===== src/rtl/lsu_pkg.sv =====
// Shared definitions for the load/store unit: RV32 funct3 size codes, FSM
// state encoding and big-endian lane-select helpers.
package lsu_pkg;

  localparam int LSU_DATA_W = 32;

  // RV32 funct3 size/sign codes for loads and stores
  localparam logic [2:0] F3_B  = 3'd0;
  localparam logic [2:0] F3_H  = 3'd1;
  localparam logic [2:0] F3_W  = 3'd2;
  localparam logic [2:0] F3_BU = 3'd4;
  localparam logic [2:0] F3_HU = 3'd5;

  typedef enum logic [1:0] {
    ST_IDLE  = 2'd0,
    ST_READ  = 2'd1,
    ST_WRITE = 2'd2,
    ST_RESP  = 2'd3
  } lsu_state_t;

  // Right-aligned lane masks, shifted into place by the helpers below
  localparam logic [LSU_DATA_W-1:0] BYTE_MASK = 32'h0000_00FF;
  localparam logic [LSU_DATA_W-1:0] HALF_MASK = 32'h0000_FFFF;

  // Big-endian: byte offset 0 is the most significant lane (shift 24)
  function automatic logic [4:0] byteShift(input logic [1:0] off);
    return {~off, 3'b000};
  endfunction

  // Big-endian: addr[1]=0 selects the upper halfword (shift 16)
  function automatic logic [4:0] halfShift(input logic hiSel);
    return {~hiSel, 4'b0000};
  endfunction

  // Stores accept only SB/SH/SW; loads reject codes 3, 6 and 7
  function automatic logic isInvalidF3(input logic we, input logic [2:0] f3);
    if (we) begin
      return (f3 > F3_W);
    end
    return (f3 == 3'd3) || (f3 == 3'd6) || (f3 == 3'd7);
  endfunction

endpackage


===== src/rtl/lsu_align.sv =====
// Combinational lane logic for the load/store unit: extracts and extends the
// loaded byte/halfword/word and merges sub-word store data into a read word.
// Halfwords look only at offset[1]; words ignore the offset entirely.
module lsu_align
  import lsu_pkg::*;
(
  input  logic [LSU_DATA_W-1:0] i_word,
  input  logic [1:0]            i_offset,
  input  logic [2:0]            i_funct3,
  input  logic [LSU_DATA_W-1:0] i_wdata,
  output logic [LSU_DATA_W-1:0] o_load_data,
  output logic [LSU_DATA_W-1:0] o_store_data
);

  logic [4:0]            w_byteShift;
  logic [4:0]            w_halfShift;
  logic [LSU_DATA_W-1:0] w_byteWord;
  logic [LSU_DATA_W-1:0] w_halfWord;
  logic [LSU_DATA_W-1:0] w_byteLaneMask;
  logic [LSU_DATA_W-1:0] w_halfLaneMask;

  assign w_byteShift    = byteShift(i_offset);
  assign w_halfShift    = halfShift(i_offset[1]);
  assign w_byteWord     = i_word >> w_byteShift;
  assign w_halfWord     = i_word >> w_halfShift;
  assign w_byteLaneMask = BYTE_MASK << w_byteShift;
  assign w_halfLaneMask = HALF_MASK << w_halfShift;

  // Load extraction: pick the lane then sign- or zero-extend by funct3
  always_comb begin
    o_load_data = '0;
    case (i_funct3)
      F3_B:    o_load_data = {{24{w_byteWord[7]}}, w_byteWord[7:0]};
      F3_BU:   o_load_data = {24'd0, w_byteWord[7:0]};
      F3_H:    o_load_data = {{16{w_halfWord[15]}}, w_halfWord[15:0]};
      F3_HU:   o_load_data = {16'd0, w_halfWord[15:0]};
      F3_W:    o_load_data = i_word;
      default: o_load_data = '0;
    endcase
  end

  // Store merge: replace only the addressed lane, keep every other byte
  always_comb begin
    o_store_data = i_word;
    case (i_funct3)
      F3_B:    o_store_data = (i_word & ~w_byteLaneMask) |
                              ((i_wdata & BYTE_MASK) << w_byteShift);
      F3_H:    o_store_data = (i_word & ~w_halfLaneMask) |
                              ((i_wdata & HALF_MASK) << w_halfShift);
      F3_W:    o_store_data = i_wdata;
      default: o_store_data = i_word;
    endcase
  end

endmodule


===== src/rtl/load_store_unit.sv =====
// Load/store unit: sequences core load/store requests onto a word-wide,
// big-endian, byte-addressed data memory with combinational read and
// posedge write. Sub-word stores are done as read-modify-write.
// Optional build macro LSU_MISALIGN_TRAP_EN: misaligned halfword/word
// accesses return an error instead of silently dropping the low address bits.
module load_store_unit
  import lsu_pkg::*;
#(
  parameter int ADDR_BUS_WIDTH = 32,
  parameter int DATA_BUS_WIDTH = 32
) (
  input  logic                      clk,
  input  logic                      rst_n,
  input  logic                      req_valid,
  output logic                      req_ready,
  input  logic                      req_we,
  input  logic [2:0]                req_funct3,
  input  logic [ADDR_BUS_WIDTH-1:0] req_addr,
  input  logic [DATA_BUS_WIDTH-1:0] req_wdata,
  output logic                      resp_valid,
  input  logic                      resp_ready,
  output logic [DATA_BUS_WIDTH-1:0] resp_rdata,
  output logic                      resp_err,
  output logic [ADDR_BUS_WIDTH-1:0] mem_addr,
  output logic [DATA_BUS_WIDTH-1:0] mem_write_data,
  output logic                      mem_write_en,
  input  logic [DATA_BUS_WIDTH-1:0] mem_read_data
);

  // The lane logic is written for a 32-bit bus only
  generate
    if (DATA_BUS_WIDTH != LSU_DATA_W) begin : g_bad_width
      $error("load_store_unit: DATA_BUS_WIDTH must be 32");
    end
  endgenerate

  lsu_state_t                r_state;
  logic                      r_we;
  logic [2:0]                r_funct3;
  logic [ADDR_BUS_WIDTH-1:0] r_addr;
  logic [DATA_BUS_WIDTH-1:0] r_word;
  logic                      r_reqReady;
  logic                      r_respValid;
  logic [DATA_BUS_WIDTH-1:0] r_respRdata;
  logic                      r_respErr;

  logic [ADDR_BUS_WIDTH-1:0] w_alignedAddr;
  logic [DATA_BUS_WIDTH-1:0] w_loadData;
  logic [DATA_BUS_WIDTH-1:0] w_storeData;
  logic                      w_invalid;
  logic                      w_misaligned;
  logic                      w_memActive;

  assign w_alignedAddr = {r_addr[ADDR_BUS_WIDTH-1:2], 2'b00};
  assign w_invalid     = isInvalidF3(req_we, req_funct3);

`ifdef LSU_MISALIGN_TRAP_EN
  assign w_misaligned = ((req_funct3[1:0] == 2'b01) && req_addr[0]) ||
                        ((req_funct3 == F3_W) && (req_addr[1:0] != 2'b00));
`else
  assign w_misaligned = 1'b0;
`endif

  // r_word carries store data into READ and the merged word out of it
  lsu_align u_align (
    .i_word       (mem_read_data),
    .i_offset     (r_addr[1:0]),
    .i_funct3     (r_funct3),
    .i_wdata      (r_word),
    .o_load_data  (w_loadData),
    .o_store_data (w_storeData)
  );

  // Memory side is decoded from state so reset kills a pending write at once
  assign w_memActive    = (r_state == ST_READ) || (r_state == ST_WRITE);
  assign mem_addr       = w_memActive ? w_alignedAddr : '0;
  assign mem_write_en   = (r_state == ST_WRITE);
  assign mem_write_data = mem_write_en ? r_word : '0;

  assign req_ready  = r_reqReady;
  assign resp_valid = r_respValid;
  assign resp_rdata = r_respRdata;
  assign resp_err   = r_respErr;

  // Request sequencing FSM with registered handshake and response outputs
  always_ff @(posedge clk or negedge rst_n) begin
    if (!rst_n) begin
      r_state     <= ST_IDLE;
      r_we        <= 1'b0;
      r_funct3    <= '0;
      r_addr      <= '0;
      r_word      <= '0;
      r_reqReady  <= 1'b1;
      r_respValid <= 1'b0;
      r_respRdata <= '0;
      r_respErr   <= 1'b0;
    end else begin
      case (r_state)
        ST_IDLE: begin
          if (req_valid && r_reqReady) begin
            r_we        <= req_we;
            r_funct3    <= req_funct3;
            r_addr      <= req_addr;
            r_word      <= req_wdata;
            r_reqReady  <= 1'b0;
            r_respRdata <= '0;
            if (w_invalid || w_misaligned) begin
              r_state     <= ST_RESP;
              r_respValid <= 1'b1;
              r_respErr   <= 1'b1;
            end else if (req_we && (req_funct3 == F3_W)) begin
              r_state   <= ST_WRITE;
              r_respErr <= 1'b0;
            end else begin
              r_state   <= ST_READ;
              r_respErr <= 1'b0;
            end
          end
        end
        ST_READ: begin
          if (r_we) begin
            r_word  <= w_storeData;
            r_state <= ST_WRITE;
          end else begin
            r_respRdata <= w_loadData;
            r_respErr   <= 1'b0;
            r_respValid <= 1'b1;
            r_state     <= ST_RESP;
          end
        end
        ST_WRITE: begin
          r_respRdata <= '0;
          r_respErr   <= 1'b0;
          r_respValid <= 1'b1;
          r_state     <= ST_RESP;
        end
        ST_RESP: begin
          if (resp_ready) begin
            r_respValid <= 1'b0;
            r_reqReady  <= 1'b1;
            r_state     <= ST_IDLE;
          end
        end
        default: begin
          r_state     <= ST_IDLE;
          r_reqReady  <= 1'b1;
          r_respValid <= 1'b0;
        end
      endcase
    end
  end

endmodule


===== config.mk =====
export PLATFORM = sky130hd
export DESIGN_NAME = load_store_unit
export DESIGN_NICKNAME = d
export VERILOG_FILES = /design/src/rtl/lsu_pkg.sv /design/src/rtl/lsu_align.sv /design/src/rtl/load_store_unit.sv
export SDC_FILE = /design/constraint.sdc
export NUM_CORES = 1
export LEC_CHECK = 0
export CAP_MARGIN = 20
export CORE_MARGIN = 2
export CORE_UTILIZATION = 35
export CTS_BUF_LIST = sky130_fd_sc_hd__clkbuf_16
export DETAILED_ROUTE_END_ITERATION = 16
export DONT_BUFFER_PORTS = 1
export GPL_ROUTABILITY_DRIVEN = 0
export SLEW_MARGIN = 10
export SYNTH_ARGS = -nofsm -noshare
export SYNTH_HDL_FRONTEND = slang
export SYNTH_HIERARCHICAL = 1
export SYNTH_SLANG_ARGS = --single-unit

===== constraint.sdc =====
create_clock -name clk -period 3.3 [get_ports clk]
set_input_delay 0.33 -clock clk [delete_from_list [all_inputs] [get_ports clk]]
set_output_delay 0.33 -clock clk [all_outputs]
set_load 0.01 [all_outputs]

==> flow_summary.yaml, run 1 <==
power_and_ir_drop:
  power.switching_mw: 4.41
  combPwrFrac_pct: 56.7
  peakVddDrop_mv: 0.625
  p_leak_nw: 3.21
  clockPowerShare_pct: 12.7
  power.share.sequential_pct: 30.6
  power.density_mw_per_mm2: 1150
  finalPower_mw: 9.13
  sw_frac_of_total_pct: 48.3
  p_int_mw: 4.72
floorplanning:
  floorplan.initialDensity_pct: 35.5
  placementRows: 53
  io_pins: 204
  die_w_um: 150
  dieArea_mm2: 0.0225
  core_area_mm2: 0.0210
  die_y_um: 150
route:
  wl_per_cell_um: 23.9
  drt-initial-drc-count: 465
  vias: 6074
  drt-total-wl_um: 24500
  drtPass1Iterations: 5
  ant_nets: 0
  drc: 0
  vias_per_cell: 5.94
yosys:
  synth_common_cells: "104 x dfrtp_1, 85 x a21oi_1, 80 x and2_1"
  synthCells: 784
  synthesis.area_mm2: 0.00745
  yosys_warnings: 6
  avgSynthCellArea_um2: 9.50
  synth_top_cell_by_area: "dfrtp_1"
  synthTopCellsByArea: "dfrtp_1 35%, mux2_2 10%, mux2i_1 7.7%"
  async_flop_share_pct: 100
  synth-edff-count: 0
  synth_top_area_share_pct: 34.9
  yosysMostFrequentCell: "dfrtp_1"
  ys.flop_type: "dfrtp_1"
  synth_cell_type_count: 47
  ys_ff_latch: 105
  seq_area_frac_synth_pct: 35.3
cts:
  clockBufferDepth: 2
  clk_latency_ns: 0.36
  cts_tree: "yes"
  cts_buffers: 9
  root_buffer: "clkbuf_16"
  path_clk_slew_ns: 0.08
  h-tree-depth: 3
  clkSinkCount: 105
global_route:
  overflow: 0
  grt_pass1_wl_um: 36300
  grt_max_degree: 106
  grt_use_total_pct: 21.4
  antenna_found_initial: 4
  grt_pass1_vias: 5859
sta:
  relSlewSlack_pct: 35.6
  worst_pin_slew_ns: 0.964
  final_hold_viol_count: 0
  timing.fmax_mhz: 394
  min_period_ns: 2.54
  finalSetupTns_ns: 0
  grt_setup_unrepaired: "no"
  whs_ns: 0.112
  setup_viol: 0
  fin_worst_skew_ns: 0.0107
  setup_ws_ns: 0.760
  drv_slew: 0
  final.period_utilization_pct: 77.0
setup_path:
  critPathKind: "flop to flop"
  r2r_cells: 6
  reg2reg_from: "r_addr[1]$_DFFE_PN0P_"
  r2r_end: "r_word[6]$_DFFE_PN0P_"
  crit_path_end_kind: "flop"
  required_ns: 3.52
  cp_max_fo: 49
  arrival_ns: 2.76
  ff2ff_setup_slack_ns: 0.76
  cp-start-kind: "flop"
cells_and_area:
  nFillCells: 2138
  drive_above_1_share_pct: 17.3
  post-route-util_pct: 37.9
  nets: 850
  syn_to_final_growth_pct: 6.70
  final_cells: 1023
  stdcell_area_mm2: 0.00795
job:
  maxCapViolations: 0
placed_design:
  post_dp_cell_area_mm2: 0.00757
  place_inst: 1001
  pre_cts_slack_ns: 0.811
  dpl.hpwl_um: 17200
  port_buffers: 0
hold_path:
  hold-path-cell-count: 1
  hold_start: "req_addr[11]"
  whs_endpoint: "r_addr[11]$_DFFE_PN0P_"
  hold_path.class: "primary input to flop"
outcome:
  status: "complete, no violations"
==> worst max-delay path by stage <==
stage	cells past startpoint	from	to
after CTS	3	r_state[0]$_DFFE_PN0P_	mem_write_data[29]
after global placement	6	r_funct3[2]$_DFFE_PN0P_	r_word[22]$_DFFE_PN0P_
after detailed placement	6	r_addr[1]$_DFFE_PN0P_	r_word[0]$_DFFE_PN0P_
after global routing	6	r_addr[1]$_DFFE_PN0P_	r_word[7]$_DFFE_PN0P_
final	6	r_addr[1]$_DFFE_PN0P_	r_word[6]$_DFFE_PN0P_
after floorplan	8	r_state[0]$_DFFE_PN0P_	resp_rdata[10]$_DFFE_PN0P_
==> sequential cells by signal, indices dropped and copies added, names as in the netlist <==
name,count
resp_rdata,32
resp_err,1
r_addr,32
r_word,32
req_ready,1
r_we,1
resp_valid,1
r_state,2
r_funct3,3
==> placed cells by master (no fill, tap or decap), types with 2 or more instances in the layout <==
cell type   netlist  layout
dfrtp_1         104     101
a21oi_1          85      85
and2_1           80      80
mux2_2           69      69
mux2i_1          57      57
nor2_1           54      54
a22o_1           32      32
o21a_1           32      32
o21ai_0          17      17
buf_4             3      17
a21o_1           16      16
a31oi_1          16      16
nor4b_1          16      16
o211ai_1         16      16
a2111oi_0        16      16
a211oi_1         16      16
nand2_1          15      15
clkbuf_16         0       9
or3b_2            8       8
nand3b_1          8       8
inv_1             7       7
o2bb2ai_1         7       7
nor2b_1           6       6
ha_1              6       5
diode_2           0       3
nor3_1            3       3
inv_6             0       3
dfrtp_2           0       3
nand4_1           2       2
conb_1            1       2
clkinvlp_4        0       2
nor2_2            2       2
==> layout make-up <==
| class | count | area, um2 | area share [%] |
|---|---|---|---|
| Clock buffer | 9 | 225 | 2.83 |
| Sequential cell | 105 | 2630 | 33.1 |
| Clock inverter | 7 | 87.6 | 1.10 |
| Timing Repair Buffer | 21 | 200 | 2.52 |
| Inverter | 7 | 26.3 | 0.331 |
| Tap cell | 275 | 344 | 4.33 |
| Antenna cell | 3 | 7.51 | 0.0945 |
| Multi-Input combinational cell | 596 | 4420 | 55.7 |
==> timing repair <==
item | CTS | global route
buffers inserted | 0 | 0
gates resized for setup | 0 | 0
hold buffers | 2 | 0
endpoints found under the hold margin | 105 | 0
==> cell families (layout without fill, tap and decap cells) <==
group / count (synthesis) / after routing / synth area share (%)
compound gates: 260 / 260 / 23.9
fa+ha+maj: 6 / 6 / 1.01
buf+inv: 84 / 44 / 5.54
flops: 105 / 105 / 35.3
mux: 127 / 127 / 18.4
other cells: 1 / 5 / 0.0503
simple gates: 201 / 201 / 15.8
==> metal layers <==
metal | track usage [%] | vias to the layer above | part of all wire [%]
met5 | 0 | - | 0
met4 | 8.35 | 0 | 3.4
met3 | 8.72 | 44 | 11
met2 | 33.0 | 271 | 45
met1 | 26.5 | 2957 | 41
li1 | - | 2802 | -
==> worst max-delay path, cell delays in order, from the launching register on <==
cell,delay [ns]
dfrtp_2,0.82
buf_12,0.33
mux2_2,0.38
a2111oi_0,0.50
a211oi_1,0.12
mux2i_1,0.15
a21oi_1,0.08
==> power groups by stage <==
stage / Sequential [mW] / Combinational [mW] / Clock, mW
2_1_floorplan: 2.33 / 4.50 / 0
3_3_place_gp: 2.80 / 5.03 / 0
3_5_place_dp: 2.82 / 5.10 / 0
4_1_cts: 2.79 / 5.16 / 1.18
5_1_grt: 2.89 / 5.70 / 1.23
6_report: 2.80 / 5.18 / 1.16
No activity file was read; power rests on OpenSTA's default activity.
==> run 2, diff against run 1 <==
--- a/config.mk
+++ b/config.mk
@@ -5,6 +5,7 @@
 export SDC_FILE = /design/constraint.sdc
 export NUM_CORES = 1
 export LEC_CHECK = 0
+export ABC_AREA = 1
 export CAP_MARGIN = 20
 export CORE_MARGIN = 2
 export CORE_UTILIZATION = 35
==> constraint.sdc (replaced) <==
create_clock -name clk -period 2.3 [get_ports clk]
set_input_delay 0.23 -clock clk [delete_from_list [all_inputs] [get_ports clk]]
set_output_delay 0.23 -clock clk [all_outputs]
set_load 0.01 [all_outputs]
==> run 2 against run 1 <==
The flow now finishes with violations (hold timing). Clock power up 45%. Flip-flop and latch count is the same. Utilization is 1.8 points higher. Global-route usage rose by 0.51 points. Critical path depth fell by 1.
==> flow_summary.yaml, run 2 <==
cts:
  cts_buffers: 9
  clk_latency_ns: 0.37
  h-tree-depth: 3
  root_buffer: "clkbuf_16"
  path_clk_slew_ns: 0.09
  postCtsSetupBuffers: 0
  clkSinkCount: 105
  cts_tree: "yes"
  cts_hold_buf: 33
  cts-resized-gates: 0
  clockBufferDepth: 2
setup_path:
  crit_buf_inv: 3
  reg2reg_from: "r_addr[0]$_DFFE_PN0P_"
  slowest_delay_ns: 0.44
  cp_max_fo: 31
  required_ns: 2.07
  critPathKind: "flop to primary output"
  setup.worst_path.start: "r_state[0]$_DFFE_PN0P_"
  crit_chain: "inv_1 -> ha_1 -> buf_4 -> nand2_1 -> inv_1"
  critPathTopFamily: "buffers and inverters"
  crit_path_end_kind: "primary output"
  cp-start-kind: "flop"
  arrival_ns: 1.78
  cp_common_cell: "inv_1"
  slowest_stage: "dfrtp_1"
yosys:
  synth-edff-count: 0
  seq_area_frac_synth_pct: 33.3
  async_flop_share_pct: 100
  yosys_warnings: 6
  synth_top_cell_by_area: "dfrtp_1"
  synth_common_cells: "609 x nand2_1, 184 x inv_1, 134 x nor2_1"
  synth_cell_type_count: 27
  avgSynthCellArea_um2: 5.99
  synthesis.area_mm2: 0.00790
  synthTopCellsByArea: "dfrtp_1 33%, nand2_1 29%, inv_1 8.7%"
  ys_ff_latch: 105
  ys.flop_type: "dfrtp_1"
  synthCells: 1320
  synth_top_area_share_pct: 32.9
  yosysMostFrequentCell: "nand2_1"
floorplanning:
  floorplan.initialDensity_pct: 36.0
  dieArea_mm2: 0.0238
  die_w_um: 154
  placementRows: 54
  die_y_um: 154
  io_pins: 204
  core_area_mm2: 0.0220
placed_design:
  post_dp_cell_area_mm2: 0.00807
  place_inst: 1555
  dpl.hpwl_um: 19100
  port_buffers: 0
route:
  drt-initial-drc-count: 687
  vias: 7952
  ant_nets: 0
  wl_per_cell_um: 16.5
  drt-total-wl_um: 26400
  vias_per_cell: 4.96
  drtPass1Iterations: 5
  drc: 0
global_route:
  overflow: 0
  antenna_found_initial: 1
  grt_max_degree: 106
  grt_pass1_vias: 7445
  grt_pass1_wl_um: 41200
  grt_use_total_pct: 21.9
cells_and_area:
  diodes: 0
  final_common_cell: "nand2_1"
  post-route-util_pct: 39.7
  nets: 1429
  stdcell_area_mm2: 0.00871
  nFillCells: 2403
  drive_above_1_share_pct: 4.68
  syn_to_final_growth_pct: 10.3
  final_cell_mix: "609 x nand2_1, 184 x inv_1, 134 x nor2_1, 109 x nand3_1, 103 x dfrtp_1"
  final_cells: 1604
outcome:
  violations: "hold timing"
  status: "complete, but fails checks"
power_and_ir_drop:
  p_leak_nw: 5.19
  peakVddDrop_mv: 0.910
  power.density_mw_per_mm2: 1460
sta:
  whs_ns: -0.452
  final.period_utilization_pct: 87.3
  min_period_ns: 2.01
  finalSetupTns_ns: 0
  grt_setup_unrepaired: "no"
  timing.fmax_mhz: 498
  final_hold_viol_count: 105
  drv_slew: 0
  setup_viol: 0
  fin_worst_skew_ns: 0.0124
job:
  maxCapViolations: 0
hold_path:
  hold_path.class: "primary input to asynchronous set/reset pin"
run 2: cell families after synthesis:
kind of cell | share of synthesized area [%]
flip-flops | 33.3
other | 0.0475
buffers and inverters | 13.6
multiplexers | 5.13
adder cells (fa/ha/maj) | 0.950
AO/OA/AOI/OAI | 3.67
AND/OR/NAND/NOR | 43.3
run 2: power by group:
| part | internal [mW] | switching, mW | leakage [nW] |
|---|---|---|---|
| clock network | 0.798 | 0.881 | 0.155 |
| logic | 2.30 | 5.21 | 3.71 |
| registers | 2.66 | 0.906 | 1.33 |
run 2: layout make-up:
type                    instances  area [um2]  share of cell area [%]
well taps                     280         350                    4.02
clock buffers                   9         225                    2.58
inverters                     188         706                    8.10
flip-flops and latches        105        2630                    30.2
multi-input cells             960        4200                    48.2
repair buffers                 55         508                    5.83
clock inverters                 7        91.3                    1.05
run 2: path summary, 6_finish.rpt:
check                                             endpoint  slack, ns  cells past startpoint
worst max-delay path                          mem_addr[14]       0.29                      5
worst min-delay path                r_word[20]$_DFFE_PN0P_      -0.45                      0
worst max register to register  resp_rdata[15]$_DFFE_PN0P_       0.42                      9
worst min register to register      r_addr[27]$_DFFE_PN0P_       0.50                      1
max in group asynchronous            req_ready$_DFFE_PN1P_       2.53                      0
min in group clk                          r_we$_DFFE_PN0P_       0.02                      1
run 2: metal layers:
layer | up-vias | GRT usage, % | wire length (um)
li1 | 3943 | - | -
met1 | 3639 | 27.5 | 11000
met2 | 327 | 36.7 | 12400
met3 | 43 | 6.64 | 2440
met4 | 0 | 5.56 | 586
met5 | - | 0 | 0
run 2: worst register-to-register path, stage by stage (launching register included):
cell and delay, ns:
dfrtp_1 0.40, inv_1 0.38, nand2_1 0.10, nand2_1 0.08, nand2_1 0.05, nand2_1 0.14
nand2_2 0.27, nand2_1 0.17, inv_1 0.05, o21ai_0 0.16
run 2: through the flow:
| stage | setup slack [ns] | power (mW) |
|---|---|---|
| after global routing | 0.215 | 14.0 |
| after global placement | 0.479 | 10.9 |
| after floorplan | 0.726 | 9.18 |
| after detailed placement | 0.432 | 11.0 |
| after CTS | 0.271 | 12.8 |
| final | 0.292 | 12.8 |
==> run 3, diff against run 2 <==
--- a/config.mk
+++ b/config.mk
@@ -5,7 +5,7 @@
 export SDC_FILE = /design/constraint.sdc
 export NUM_CORES = 1
 export LEC_CHECK = 0
-export ABC_AREA = 1
+export ABC_AREA = 0
 export CAP_MARGIN = 20
 export CORE_MARGIN = 2
 export CORE_UTILIZATION = 35
==> run 3 against run 2 <==
The flow still finishes with violations (hold timing). Clock skew is 0.0048 ns lower. Routed wire length is 7.8% lower. Worst setup slack better by 0.022 ns. Hold slack better by 0.022 ns. Cell count is 36% lower. Register-to-register slack worse by 0.11 ns. First-iteration DRC count is 45% lower. Clock-buffer cell count stayed put. Flip-flop and latch count stayed put. Combinational power is 3.6% higher. Critical endpoint is now r_word[15]$_DFFE_PN0P_. Largest cell class unchanged. Largest power group unchanged.
==> flow_summary.yaml, run 3 (synthesis gave the netlist of run 1 again) <==
floorplanning:
  core_area_mm2: 0.0210
  die_w_um: 150
  placementRows: 53
  dieArea_mm2: 0.0225
  floorplan.initialDensity_pct: 35.5
  io_pins: 204
  die_y_um: 150
setup_path:
  slowest_delay_ns: 0.47
  crit_path_end_kind: "flop"
  arrival_ns: 2.22
  cp_max_fo: 41
  cp-start-kind: "flop"
  required_ns: 2.53
  crit_chain: "buf_12 -> mux2_2 -> a2111oi_0 -> a211oi_1 -> mux2i_1 -> a21oi_1"
  critPathKind: "flop to flop"
  setup.worst_path.start: "r_addr[1]$_DFFE_PN0P_"
  reg2reg_from: "r_addr[1]$_DFFE_PN0P_"
  slowest_stage: "a2111oi_0"
sta:
  timing.fmax_mhz: 503
  worst_pin_slew_ns: 0.581
  whs_ns: -0.430
  grt_setup_unrepaired: "no"
  setup_viol: 0
  drv_slew: 0
  fin_worst_skew_ns: 0.00756
  final.period_utilization_pct: 86.4
  relSlewSlack_pct: 61.2
  finalSetupTns_ns: 0
  final_hold_viol_count: 105
  min_period_ns: 1.99
cts:
  clkSinkCount: 105
  clk_latency_ns: 0.36
  postCtsSetupBuffers: 0
  clockBufferDepth: 2
  h-tree-depth: 3
  cts_tree: "yes"
  root_buffer: "clkbuf_16"
  path_clk_slew_ns: 0.08
  cts_buffers: 9
outcome:
  violations: "hold timing"
  status: "complete, but fails checks"
route:
  drtPass1Iterations: 5
  drt-total-wl_um: 24300
  vias: 6092
  wl_per_cell_um: 23.6
  vias_per_cell: 5.91
  drc: 0
  ant_nets: 0
  drt-initial-drc-count: 377
power_and_ir_drop:
  power.density_mw_per_mm2: 1640
  peakVddDrop_mv: 0.641
  p_leak_nw: 3.25
  finalPower_mw: 13.1
global_route:
  grt_pass1_wl_um: 36900
  grt_pass1_vias: 5967
  grt_use_total_pct: 21.5
  overflow: 0
  grt_max_degree: 106
  antenna_found_initial: 1
cells_and_area:
  post-route-util_pct: 38.1
  drive_above_1_share_pct: 18.3
  final_common_cell: "dfrtp_1"
  final_cell_mix: "101 x dfrtp_1, 85 x a21oi_1, 80 x and2_1, 69 x mux2_2, 57 x mux2i_1"
  nets: 858
  syn_to_final_growth_pct: 7.29
placed_design:
  dpl.hpwl_um: 17400
  port_buffers: 0
job:
  maxCapViolations: 0
hold_path:
  hold_path.class: "primary input to asynchronous set/reset pin"
[run 3: per-layer routing]
layer  wire (um)  track usage (%)
met1       10100             27.4
met2       11200             33.9
met3        2490             8.45
met4         621             6.32
met5           0                0
[run 3: area by class of cell]
class	instances	area [um2]
multi-input combinational	596	4430
antenna	2	5.00
fill	2147	13000
inverter	7	26.3
timing repair buffer	29	280
sequential	105	2630
clock buffer	9	225
clock inverter	7	51.3
tap	275	344
[run 3: critical path: cells and delay by family, from the launching register on]
family                 cells  cell delay (ns)
AOI/OAI and AO/OA          3             0.71
muxes                      2             0.53
DFF                        1             0.41
buffers and inverters      1             0.20
[run 3: through the flow]
stage          area, um2  cells  worst slack (ns)
2_1_floorplan       7450    785             0.414
3_3_place_gp        7710   1012             0.372
3_5_place_dp        7710   1012             0.320
4_1_cts             7980   1028            0.0606
5_1_grt             7990   1028             0.176
6_report            7990   1030             0.314
[run 3: where the power goes]
group	total (mW)	switching (mW)	leakage, nW	internal (mW)
clock network	1.50	0.754	0.134	0.744
logic	7.78	4.42	1.82	3.36
registers	3.83	1.11	1.30	2.73
[run 3: timing repair]
item,4_1_cts,5_1_grt
setup endpoints to repair,0,30
endpoints found under the hold margin,105,105
gates resized for setup,0,1
[run 3: final timing paths]
path                                           end  slack [ns]  cells after the start
max in group asynchronous    req_ready$_DFFE_PN1P_        2.45                      0
hold / removal              r_word[14]$_DFFE_PN0P_       -0.43                      0
setup / recovery            r_word[15]$_DFFE_PN0P_        0.31                      6
min in group clk           r_funct3[1]$_DFFE_PN0P_        0.02                      1
setup reg to reg            r_word[15]$_DFFE_PN0P_        0.31                      6
hold reg to reg             r_addr[28]$_DFFE_PN0P_        0.50                      1
